===== src/rtl/ethernet_initiator_pkg.sv =====
// Shared definitions for the Ethernet TX MMIO initiator.
// - state_e: FSM state encoding of the initiator.
// - Default controller register offsets; the control unit decodes the
//   same offsets on its responder side.
package ethernet_initiator_pkg;

  typedef enum logic [3:0] {
    ST_IDLE     = 4'd0,
    ST_POLL     = 4'd1,
    ST_POLL_RSP = 4'd2,
    ST_GAP      = 4'd3,
    ST_DATA     = 4'd4,
    ST_DATA_RSP = 4'd5,
    ST_SIZE     = 4'd6,
    ST_SIZE_RSP = 4'd7,
    ST_SEND     = 4'd8,
    ST_SEND_RSP = 4'd9,
    ST_DRAIN    = 4'd10,
    ST_DROP     = 4'd11
  } state_e;

  localparam logic [13:0] TX_STATUS_ADDR_DEF = 14'h0010;
  localparam logic [13:0] TX_SIZE_ADDR_DEF   = 14'h0018;
  localparam logic [13:0] TX_SEND_ADDR_DEF   = 14'h001C;
  localparam logic [13:0] TX_BUF_BASE_DEF    = 14'h1800;

endpackage


===== src/rtl/ethernet_poll_timer.sv =====
// Down-counter that spaces consecutive TX-status polls.
// Ports:
//   clk_i, reset_n_i : clock, async active-low reset
//   load_i           : load the counter with gap_p
//   dec_i            : decrement by one (saturates at zero)
//   zero_o           : counter is zero
module ethernet_poll_timer #(
  parameter int unsigned gap_p = 16
) (
  input  logic clk_i,
  input  logic reset_n_i,
  input  logic load_i,
  input  logic dec_i,
  output logic zero_o
);

  localparam int unsigned cnt_w_lp = (gap_p < 1) ? 1 : $clog2(gap_p + 1);

  logic [cnt_w_lp-1:0] cnt_q, cnt_d;

  // Next count: load has priority over decrement.
  always_comb begin
    cnt_d = cnt_q;
    if (load_i) begin
      cnt_d = cnt_w_lp'(gap_p);
    end else if (dec_i && (cnt_q != '0)) begin
      cnt_d = cnt_q - cnt_w_lp'(1);
    end else begin
      cnt_d = cnt_q;
    end
  end

  // Counter register.
  always_ff @(posedge clk_i or negedge reset_n_i) begin
    if (!reset_n_i) begin
      cnt_q <= '0;
    end else begin
      cnt_q <= cnt_d;
    end
  end

  assign zero_o = (cnt_q == '0);

endmodule


===== src/rtl/ethernet_tx_mmio_initiator.sv =====
// MMIO initiator that pushes a packet word stream into the Ethernet
// controller's TX buffer: poll status until free, write the words, write
// the byte length, then trigger the send. Over-MTU packets are dropped.
// Ports:
//   clk_i, reset_n_i                  : clock, async active-low reset
//   pkt_v_i/pkt_data_i/pkt_last_i/
//   pkt_bytes_i/pkt_ready_and_o       : packet word stream in
//   addr_o/write_en_o/read_en_o/
//   ready_and_i/op_size_o/write_data_o: MMIO command out
//   valid_i/ready_and_o/read_data_i   : MMIO response in
//   busy_o, done_o, err_o             : status
module ethernet_tx_mmio_initiator
  import ethernet_initiator_pkg::*;
#(
  parameter int unsigned data_width_p = 32,
  parameter int unsigned eth_mtu_p    = 2048,
  parameter int unsigned addr_width_p = 14,
  parameter int unsigned poll_gap_p   = 16,
  parameter logic [addr_width_p-1:0] tx_status_addr_p = addr_width_p'(TX_STATUS_ADDR_DEF),
  parameter logic [addr_width_p-1:0] tx_size_addr_p   = addr_width_p'(TX_SIZE_ADDR_DEF),
  parameter logic [addr_width_p-1:0] tx_send_addr_p   = addr_width_p'(TX_SEND_ADDR_DEF),
  parameter logic [addr_width_p-1:0] tx_buf_base_p    = addr_width_p'(TX_BUF_BASE_DEF),
  localparam int unsigned bytes_lp   = data_width_p / 8,
  localparam int unsigned bytes_w_lp = $clog2(bytes_lp) + 1,
  localparam int unsigned opsz_w_lp  = $clog2($clog2(bytes_lp) + 1)
) (
  input  logic                    clk_i,
  input  logic                    reset_n_i,
  input  logic                    pkt_v_i,
  input  logic [data_width_p-1:0] pkt_data_i,
  input  logic                    pkt_last_i,
  input  logic [bytes_w_lp-1:0]   pkt_bytes_i,
  output logic                    pkt_ready_and_o,
  output logic [addr_width_p-1:0] addr_o,
  output logic                    write_en_o,
  output logic                    read_en_o,
  input  logic                    ready_and_i,
  output logic [opsz_w_lp-1:0]    op_size_o,
  output logic [data_width_p-1:0] write_data_o,
  input  logic                    valid_i,
  output logic                    ready_and_o,
  input  logic [data_width_p-1:0] read_data_i,
  output logic                    busy_o,
  output logic                    done_o,
  output logic                    err_o
);

  localparam int unsigned cnt_w_lp = $clog2(eth_mtu_p + 1);

  state_e              state_q, state_d;
  logic [cnt_w_lp-1:0] byte_cnt_q, byte_cnt_d;
  logic                last_q, last_d;
  logic                done_q, done_d;
  logic                gap_load_s, gap_dec_s, gap_zero_s;
  logic [cnt_w_lp:0]   sum_s;
  logic                over_s;
  logic                unused_s;

  // Only the free bit of the status word is meaningful.
  assign unused_s = ^read_data_i[data_width_p-1:1];

  // One extra bit so the MTU comparison cannot wrap.
  assign sum_s  = {1'b0, byte_cnt_q} + (cnt_w_lp + 1)'(pkt_bytes_i);
  assign over_s = sum_s > (cnt_w_lp + 1)'(eth_mtu_p);

  ethernet_poll_timer #(
    .gap_p (poll_gap_p)
  ) u_gap_timer (
    .clk_i     (clk_i),
    .reset_n_i (reset_n_i),
    .load_i    (gap_load_s),
    .dec_i     (gap_dec_s),
    .zero_o    (gap_zero_s)
  );

  // Next-state and command/handshake decode.
  always_comb begin
    state_d         = state_q;
    byte_cnt_d      = byte_cnt_q;
    last_d          = last_q;
    done_d          = 1'b0;
    gap_load_s      = 1'b0;
    gap_dec_s       = 1'b0;
    addr_o          = '0;
    write_en_o      = 1'b0;
    read_en_o       = 1'b0;
    write_data_o    = '0;
    ready_and_o     = 1'b0;
    pkt_ready_and_o = 1'b0;
    case (state_q)
      ST_IDLE: begin
        // The first word stays on the input until the buffer is free.
        if (pkt_v_i) state_d = ST_POLL;
        else         state_d = ST_IDLE;
      end
      ST_POLL: begin
        read_en_o = 1'b1;
        addr_o    = tx_status_addr_p;
        if (ready_and_i) state_d = ST_POLL_RSP;
        else             state_d = ST_POLL;
      end
      ST_POLL_RSP: begin
        ready_and_o = 1'b1;
        if (valid_i) begin
          if (read_data_i[0]) begin
            state_d = ST_DATA;
          end else begin
            gap_load_s = 1'b1;
            state_d    = ST_GAP;
          end
        end else begin
          state_d = ST_POLL_RSP;
        end
      end
      ST_GAP: begin
        if (gap_zero_s) begin
          state_d = ST_POLL;
        end else begin
          gap_dec_s = 1'b1;
          state_d   = ST_GAP;
        end
      end
      ST_DATA: begin
        if (pkt_v_i) begin
          if (over_s) begin
            // Word would exceed the MTU: swallow it without writing.
            pkt_ready_and_o = 1'b1;
            state_d         = pkt_last_i ? ST_DROP : ST_DRAIN;
          end else begin
            write_en_o      = 1'b1;
            addr_o          = tx_buf_base_p + addr_width_p'(byte_cnt_q);
            write_data_o    = pkt_data_i;
            pkt_ready_and_o = ready_and_i;
            if (ready_and_i) begin
              byte_cnt_d = sum_s[cnt_w_lp-1:0];
              last_d     = pkt_last_i;
              state_d    = ST_DATA_RSP;
            end else begin
              state_d = ST_DATA;
            end
          end
        end else begin
          state_d = ST_DATA;
        end
      end
      ST_DATA_RSP: begin
        ready_and_o = 1'b1;
        if (valid_i) state_d = last_q ? ST_SIZE : ST_DATA;
        else         state_d = ST_DATA_RSP;
      end
      ST_SIZE: begin
        write_en_o   = 1'b1;
        addr_o       = tx_size_addr_p;
        write_data_o = data_width_p'(byte_cnt_q);
        if (ready_and_i) state_d = ST_SIZE_RSP;
        else             state_d = ST_SIZE;
      end
      ST_SIZE_RSP: begin
        ready_and_o = 1'b1;
        if (valid_i) state_d = ST_SEND;
        else         state_d = ST_SIZE_RSP;
      end
      ST_SEND: begin
        write_en_o   = 1'b1;
        addr_o       = tx_send_addr_p;
        write_data_o = data_width_p'(1);
        if (ready_and_i) state_d = ST_SEND_RSP;
        else             state_d = ST_SEND;
      end
      ST_SEND_RSP: begin
        ready_and_o = 1'b1;
        if (valid_i) begin
          done_d     = 1'b1;
          byte_cnt_d = '0;
          state_d    = ST_IDLE;
        end else begin
          state_d = ST_SEND_RSP;
        end
      end
      ST_DRAIN: begin
        pkt_ready_and_o = 1'b1;
        if (pkt_v_i && pkt_last_i) state_d = ST_DROP;
        else                       state_d = ST_DRAIN;
      end
      ST_DROP: begin
        byte_cnt_d = '0;
        state_d    = ST_IDLE;
      end
      default: begin
        byte_cnt_d = '0;
        state_d    = ST_IDLE;
      end
    endcase
  end

  // State, byte counter, last-word flag and done pulse registers.
  always_ff @(posedge clk_i or negedge reset_n_i) begin
    if (!reset_n_i) begin
      state_q    <= ST_IDLE;
      byte_cnt_q <= '0;
      last_q     <= 1'b0;
      done_q     <= 1'b0;
    end else begin
      state_q    <= state_d;
      byte_cnt_q <= byte_cnt_d;
      last_q     <= last_d;
      done_q     <= done_d;
    end
  end

  assign op_size_o = (write_en_o | read_en_o) ? opsz_w_lp'($clog2(bytes_lp)) : '0;
  assign busy_o    = (state_q != ST_IDLE);
  assign done_o    = done_q;
  assign err_o     = (state_q == ST_DROP);

endmodule


===== config.mk =====
export PLATFORM = sky130hd
export DESIGN_NAME = ethernet_tx_mmio_initiator
export DESIGN_NICKNAME = d
export VERILOG_FILES = /design/src/rtl/ethernet_initiator_pkg.sv /design/src/rtl/ethernet_poll_timer.sv /design/src/rtl/ethernet_tx_mmio_initiator.sv
export SDC_FILE = /design/constraint.sdc
export NUM_CORES = 1
export LEC_CHECK = 0
export ABC_AREA = 1
export CORE_UTILIZATION = 50
export CTS_CLUSTER_SIZE = 25
export DETAILED_ROUTE_END_ITERATION = 8
export DONT_BUFFER_PORTS = 1
export PLACE_DENSITY = 0.69
export SLEW_MARGIN = 20
export SYNTH_ARGS = -nofsm -noshare
export SYNTH_HDL_FRONTEND = slang
export SYNTH_SLANG_ARGS = --single-unit
export TNS_END_PERCENT = 1

===== constraint.sdc =====
create_clock -name clk_i -period 7.6 [get_ports clk_i]
set_clock_uncertainty 0.1 [all_clocks]
set_input_delay 0.38 -clock clk_i [delete_from_list [all_inputs] [get_ports clk_i]]
set_output_delay 0.38 -clock clk_i [all_outputs]
set_load 0.02 [all_outputs]

## Word-level counts from Yosys, hierarchy flattened

Cells that the tools add are included.

- Bits of input ports: 73
- Output and inout port bits: 55
- Word-level logic and storage cells: 85
- Register bits after elaboration: 23

- Eq/ne operators: 15
- Add/subtract/negate cells: 3
- Bitwise gates (word level): 3
- Magnitude comparators: 1
- Reductions and logical operators: 12
- Mux-type cells: 46

Operator list:

| kind | count |
|---|---|
| case mux 32 bit (3 select lines) | 1 |
| two-way mux 32 bit | 2 |
| case mux 14 bit (4 select lines) | 1 |
| two-way mux 12 bit | 4 |
| case mux 4 bit (11 select lines) | 1 |
| case mux 12 bit (3 select lines) | 1 |
| two-way mux 14 bit | 2 |
| two-way mux 4 bit | 5 |
| two-way mux 1 bit | 19 |
| == test 4 x 3 -> 1 bit, second input constant | 4 |
| == test 4 bit, second input constant | 4 |
| adder 13 x 12 -> 14 bit, first input constant | 1 |
| adder 12 x 3 -> 13 bit | 1 |
| > comparator 13 x 12 -> 1 bit, second input constant | 1 |
| two-way mux 2 bit | 5 |
| two-way mux 5 bit | 2 |
| OR reduction 9 bit | 1 |
| == test 4 x 2 -> 1 bit, second input constant | 2 |
| != test 2 bit, second input constant | 4 |
| zero test 5 bit | 1 |
| AND reduction 5 bit | 1 |
| nonzero test 5 bit | 1 |
| subtractor 5 x 1 -> 5 bit, second input constant | 1 |
| == test 4 x 1 -> 1 bit, second input constant | 1 |
| 11 further kinds | 14 |

## Logic depth before layout (Yosys ltp)

- Word-level depth: 7
- Mapped depth: 18

## Modules after synthesis

A second synthesis with hierarchy kept.

- Cells, all modules: 365
- Area total of the unflattened synthesis: 2,177.1 µm²

Modules (own cells, without submodules):

| module | cells each | seq. area each (µm²) | times used | area each (µm²) |
|---|---|---|---|---|
| ethernet_tx_mmio_initiator | 329 | 450.4 | 1 | 1,880.6 |
| ethernet_poll_timer | 36 | 125.1 | 1 | 296.5 |

## Worst setup path after synthesis

OpenSTA, ideal clock, no wires.

- Path kind: input port to output port
- Start: input port pkt_bytes_i[0]
- End: output port addr_o[12]
- Stages on the path: 11
- Path slack: 4.627 ns
- Arrival time: 2.493 ns
- Required time: 7.120 ns
- Path buffers: 1
- Cell sequence: ha_1 fa_1 or2_2 nor2_1 nand3_1 nor3_1 nand2_1 nand2_2 nand2_4 nor2_1 buf_4

- Longest elaborated chain between the ends: 5

Ends and longest elaborated chain:

| item | line | source |
|---|---|---|
| start: declaration | ethernet_tx_mmio_initiator.sv:32 | `input logic [bytes_w_lp-1:0] pkt_bytes_i,` |
| adder 12 x 3 -> 13 bit | ethernet_tx_mmio_initiator.sv:63 | `assign sum_s = {1'b0, byte_cnt_q} + (cnt_w_lp + 1)'(pkt_bytes_i);` |
| > comparator 13 x 12 -> 1 bit | ethernet_tx_mmio_initiator.sv:64 | `assign over_s = sum_s > (cnt_w_lp + 1)'(eth_mtu_p);` |
| two-way mux 14 bit | ethernet_tx_mmio_initiator.sv:125 | `if (over_s) begin` |
| two-way mux 14 bit | ethernet_tx_mmio_initiator.sv:124 | `if (pkt_v_i) begin` |
| case mux 14 bit (4 select lines) | ethernet_tx_mmio_initiator.sv:90 | `case (state_q)` |
| end: declaration | ethernet_tx_mmio_initiator.sv:34 | `output logic [addr_width_p-1:0] addr_o,` |

No other way between the ends.

## Worst setup path in the final report

- Start: register byte_cnt_q[0]
- End: output port addr_o[2]

- Longest elaborated chain between the ends: 5
- Elaborated cells between the ends (all ways): 6
- Those cells by class: add/sub: 2; order compare: 1; mux: 3

Ends and longest elaborated chain:

| item | line | source |
|---|---|---|
| start: declaration | ethernet_tx_mmio_initiator.sv:51 | `logic [cnt_w_lp-1:0] byte_cnt_q, byte_cnt_d;` |
| start signal: assignment | ethernet_tx_mmio_initiator.sv:205 | `byte_cnt_q <= byte_cnt_d;` |
| adder 12 x 3 -> 13 bit | ethernet_tx_mmio_initiator.sv:63 |  |
| > comparator 13 x 12 -> 1 bit | ethernet_tx_mmio_initiator.sv:64 |  |
| two-way mux 14 bit (*) | ethernet_tx_mmio_initiator.sv:125 |  |
| two-way mux 14 bit (*) | ethernet_tx_mmio_initiator.sv:124 |  |
| case mux 14 bit (4 select lines) (*) | ethernet_tx_mmio_initiator.sv:90 |  |

Mark *: on every way between the ends. The rest lies on a longest branch, timed or not.

==> impl_metrics.ini <==
[run_status]
status = completed

[pwr]
p_seq_share_pct = 32.3
internal_power_uw = 269
finalPower_uw = 554
p_clk_share_pct = 15.3
switching_share_pct = 51.5
p_switching_uw = 286
powerDensity_nw_per_um2 = 262
leakagePower_nw = 1.13
combinationalPowerShare_pct = 52.4
worst_ir_drop_vdd_uv = 183

[detailed_routing]
routed_wl_mm = 5.76
antenna_left = 0
post-route-drc-count = 0
viasPerCell = 5.41
avgRoutedWirePerCell_um = 14.8
firstDrtPassIters = 5
vias = 2109
initialDrtViolationCount = 109

[floorplanning]
coreArea_um2 = 3800
fp.dieH_um = 66.1
chipWidth_um = 66.1
num_io_pins = 128
initial_utilization_pct = 54.0
dieArea_um2 = 4360
row_count = 22

[global_routing]
grt_first_pass_wirelength_mm = 9.04
antenna_found_initial = 0
grt_pass1_vias = 1909
grt_usage_pct = 27.6
grt_max_degree = 37
gr-total-overflow = 0

[sta]
period_share_pct = 51.8
relSlewSlack_pct = 36.3
slew_violations = 0
min_period_ps = 3940
grt_setup_unrepaired = false
hold_violations = 0
worstMarginPinSlew_ps = 952
fmax_mhz = 254
finalSetupViolations = 0
tns_ps = 0

[min_path]
holdPathStages = 2
hold_class = input port to register
hold_start = pkt_last_i
holdPathEnd = last_q

[cells_and_area]
stdcell_count = 390
drive_gt1_share_pct = 4.09
nets = 422
n_antenna_cell = 0
area_delta_synth_final_pct = 3.17
fin_area_um2 = 2120

[setup_path]
r2r_end = byte_cnt_q[1]
crit_path_start_kind = register
critPathArrivalTime_ps = 3460
rr_worst_depth = 15
worstSetupEndpointType = output pin
critPathMaxFanout = 36
cp.required_ps = 7120
r2r_start = byte_cnt_q[0]
path_class = register to output pin
reg2reg_slack_ps = 4340

[synthesis]
synth_cell_types = 33
synth.net_count = 425
synth_seq_cells = 23
synth-simple-area-share_pct = 43.0
syn_area_um2 = 2050
synth_warnings = 0
syn_inst = 346
synth_top_family_by_area = simple AND/OR/NAND/NOR gates
ys_async_sr_fraction_pct = 100
synth_mux_area_share_pct = 0
seq_area_frac_synth_pct = 28.0
synth_edf_count = 0
syn_area_per_cell_um2 = 5.93
synth-adder-area-share_pct = 4.02
synth_compound_area_share_pct = 9.70
synth-xor-area-share_pct = 0.854
synth_flop_cell = dfrtp_1

[clock_tree]
numCtsBuffers = 3
cts.clk_slew.worst_paths_ps = 100
cts.sinks = 23
htree_levels = 1
clock_tree.buffer_depth = 2
cts_tree = built
clock_latency_ps = 280
cts_root_buf = clkbuf_8

[flow_run]
maxCapViolCount = 0

[placement]
gp_congestion = 0.907
numPortBuffers = 0
hpwlAfterDp_mm = 4.51
place_area_um2 = 2050
dp_cells = 384
## power groups by stage
stage	Combinational [mW]	Clock, mW	Sequential, mW
finish	0.291	0.0847	0.179
global route	0.331	0.0891	0.183
CTS	0.289	0.0851	0.179
detailed placement	0.285	0	0.181
global placement	0.282	0	0.181
floorplan	0.243	0	0.175
## cell families (layout without fill, tap and decap cells)
family / after synthesis / in the layout
buffers and inverters: 72 / 68
other: 1 / 1
adder cells (fa/ha/maj): 6 / 6
XOR/XNOR: 2 / 2
AO/OA/AOI/OAI: 34 / 34
flip-flops: 23 / 23
AND/OR/NAND/NOR: 208 / 208
## cell usage after synthesis (2+ instances only)
cell type  number  area (um^2)
nand4_1         4         25.0
nor3_1          6         30.0
buf_2           5         25.0
a311oi_1        2         17.5
buf_4           2         15.0
nor2_1         60          225
inv_1          61          229
or2_2           2         12.5
dfrtp_1        23          576
xor2_1          2         17.5
nand3_1        36          180
ha_1            5         62.6
o211ai_1        5         37.5
a21oi_1         4         20.0
nand2_2         3         18.8
o21ai_0        19         95.1
nand2_1        91          342
## flip-flops by register name, summed over array words and instances (netlist names)
signal,flops
byte_cnt_q,12
done_o,1
last_q,1
state_q,4
u_gap_timer.cnt_q,5
## worst max-delay path, stage by stage (launching register included)
cell     delay [ps]
dfrtp_1         400
ha_1            240
fa_1            440
nand3_1         130
nand2_1         110
nand2_1         100
nor2_1           40
nor2_1          140
nand3_1         100
nor2_1          120
nand2_1          70
nand2_2         280
nand2_4         300
o21ai_0         690
## timing repair
item,4_1_cts,5_1_grt
buffers inserted,0,0
hold buffers,1,1
gates resized for setup,0,0
endpoints found under the hold margin,23,1
## per-layer routing
layer	track usage (%)	up-vias	share of wire [%]
met5	0	-	0
met4	9.57	0	1.5
met3	4.31	7	7.8
met2	45.3	89	47
met1	36.6	942	43
li1	-	1071	-
## cell type report
type / count / area (um^2)
Multi-Input combinational cell: 251 / 1180
Clock inverter: 1 / 7.51
Sequential cell: 23 / 576
Clock buffer: 3 / 41.3
Timing Repair Buffer: 2 / 15.0
Tap cell: 48 / 60.1
Inverter: 62 / 233
Fill cell: 410 / 1680
## worst max path at each step
stage | from | endpoint | slack (ps) | cells after the start
6_report | byte_cnt_q[0] | addr_o[2] | 3660 | 13
5_1_grt | byte_cnt_q[0] | addr_o[2] | 3370 | 13
4_1_cts | byte_cnt_q[0] | addr_o[2] | 3660 | 13
3_5_place_dp | byte_cnt_q[0] | addr_o[2] | 3970 | 13
3_3_place_gp | byte_cnt_q[0] | addr_o[2] | 3990 | 10
2_1_floorplan | pkt_bytes_i[0] | addr_o[12] | 4630 | 11
## metrics by stage
stage / worst slack (ps) / hold slack, ps / utilization (%)
2_1_floorplan: 4630 / -15.6 / -
3_3_place_gp: 3990 / -14.8 / 54.1
3_5_place_dp: 3970 / -14.8 / 54.1
4_1_cts: 3660 / 111 / 55.6
5_1_grt: 3370 / 136 / 55.7
6_report: 3660 / 112 / 55.7
## cell usage in the layout (no fill, tap or decap), types with 2 or more instances in the layout
| cell | count |
|---|---|
| o211ai_1 | 5 |
| o21ai_0 | 19 |
| nand4_1 | 4 |
| nand2_1 | 91 |
| a311oi_1 | 2 |
| inv_1 | 61 |
| dfrtp_1 | 23 |
| nand3_1 | 36 |
| ha_1 | 5 |
| clkbuf_8 | 3 |
| nor2_1 | 60 |
| a21oi_1 | 4 |
| or2_2 | 2 |
| nor3_1 | 6 |
| nand2_2 | 3 |
| xor2_1 | 2 |
Power figures use the tool's default switching activity.
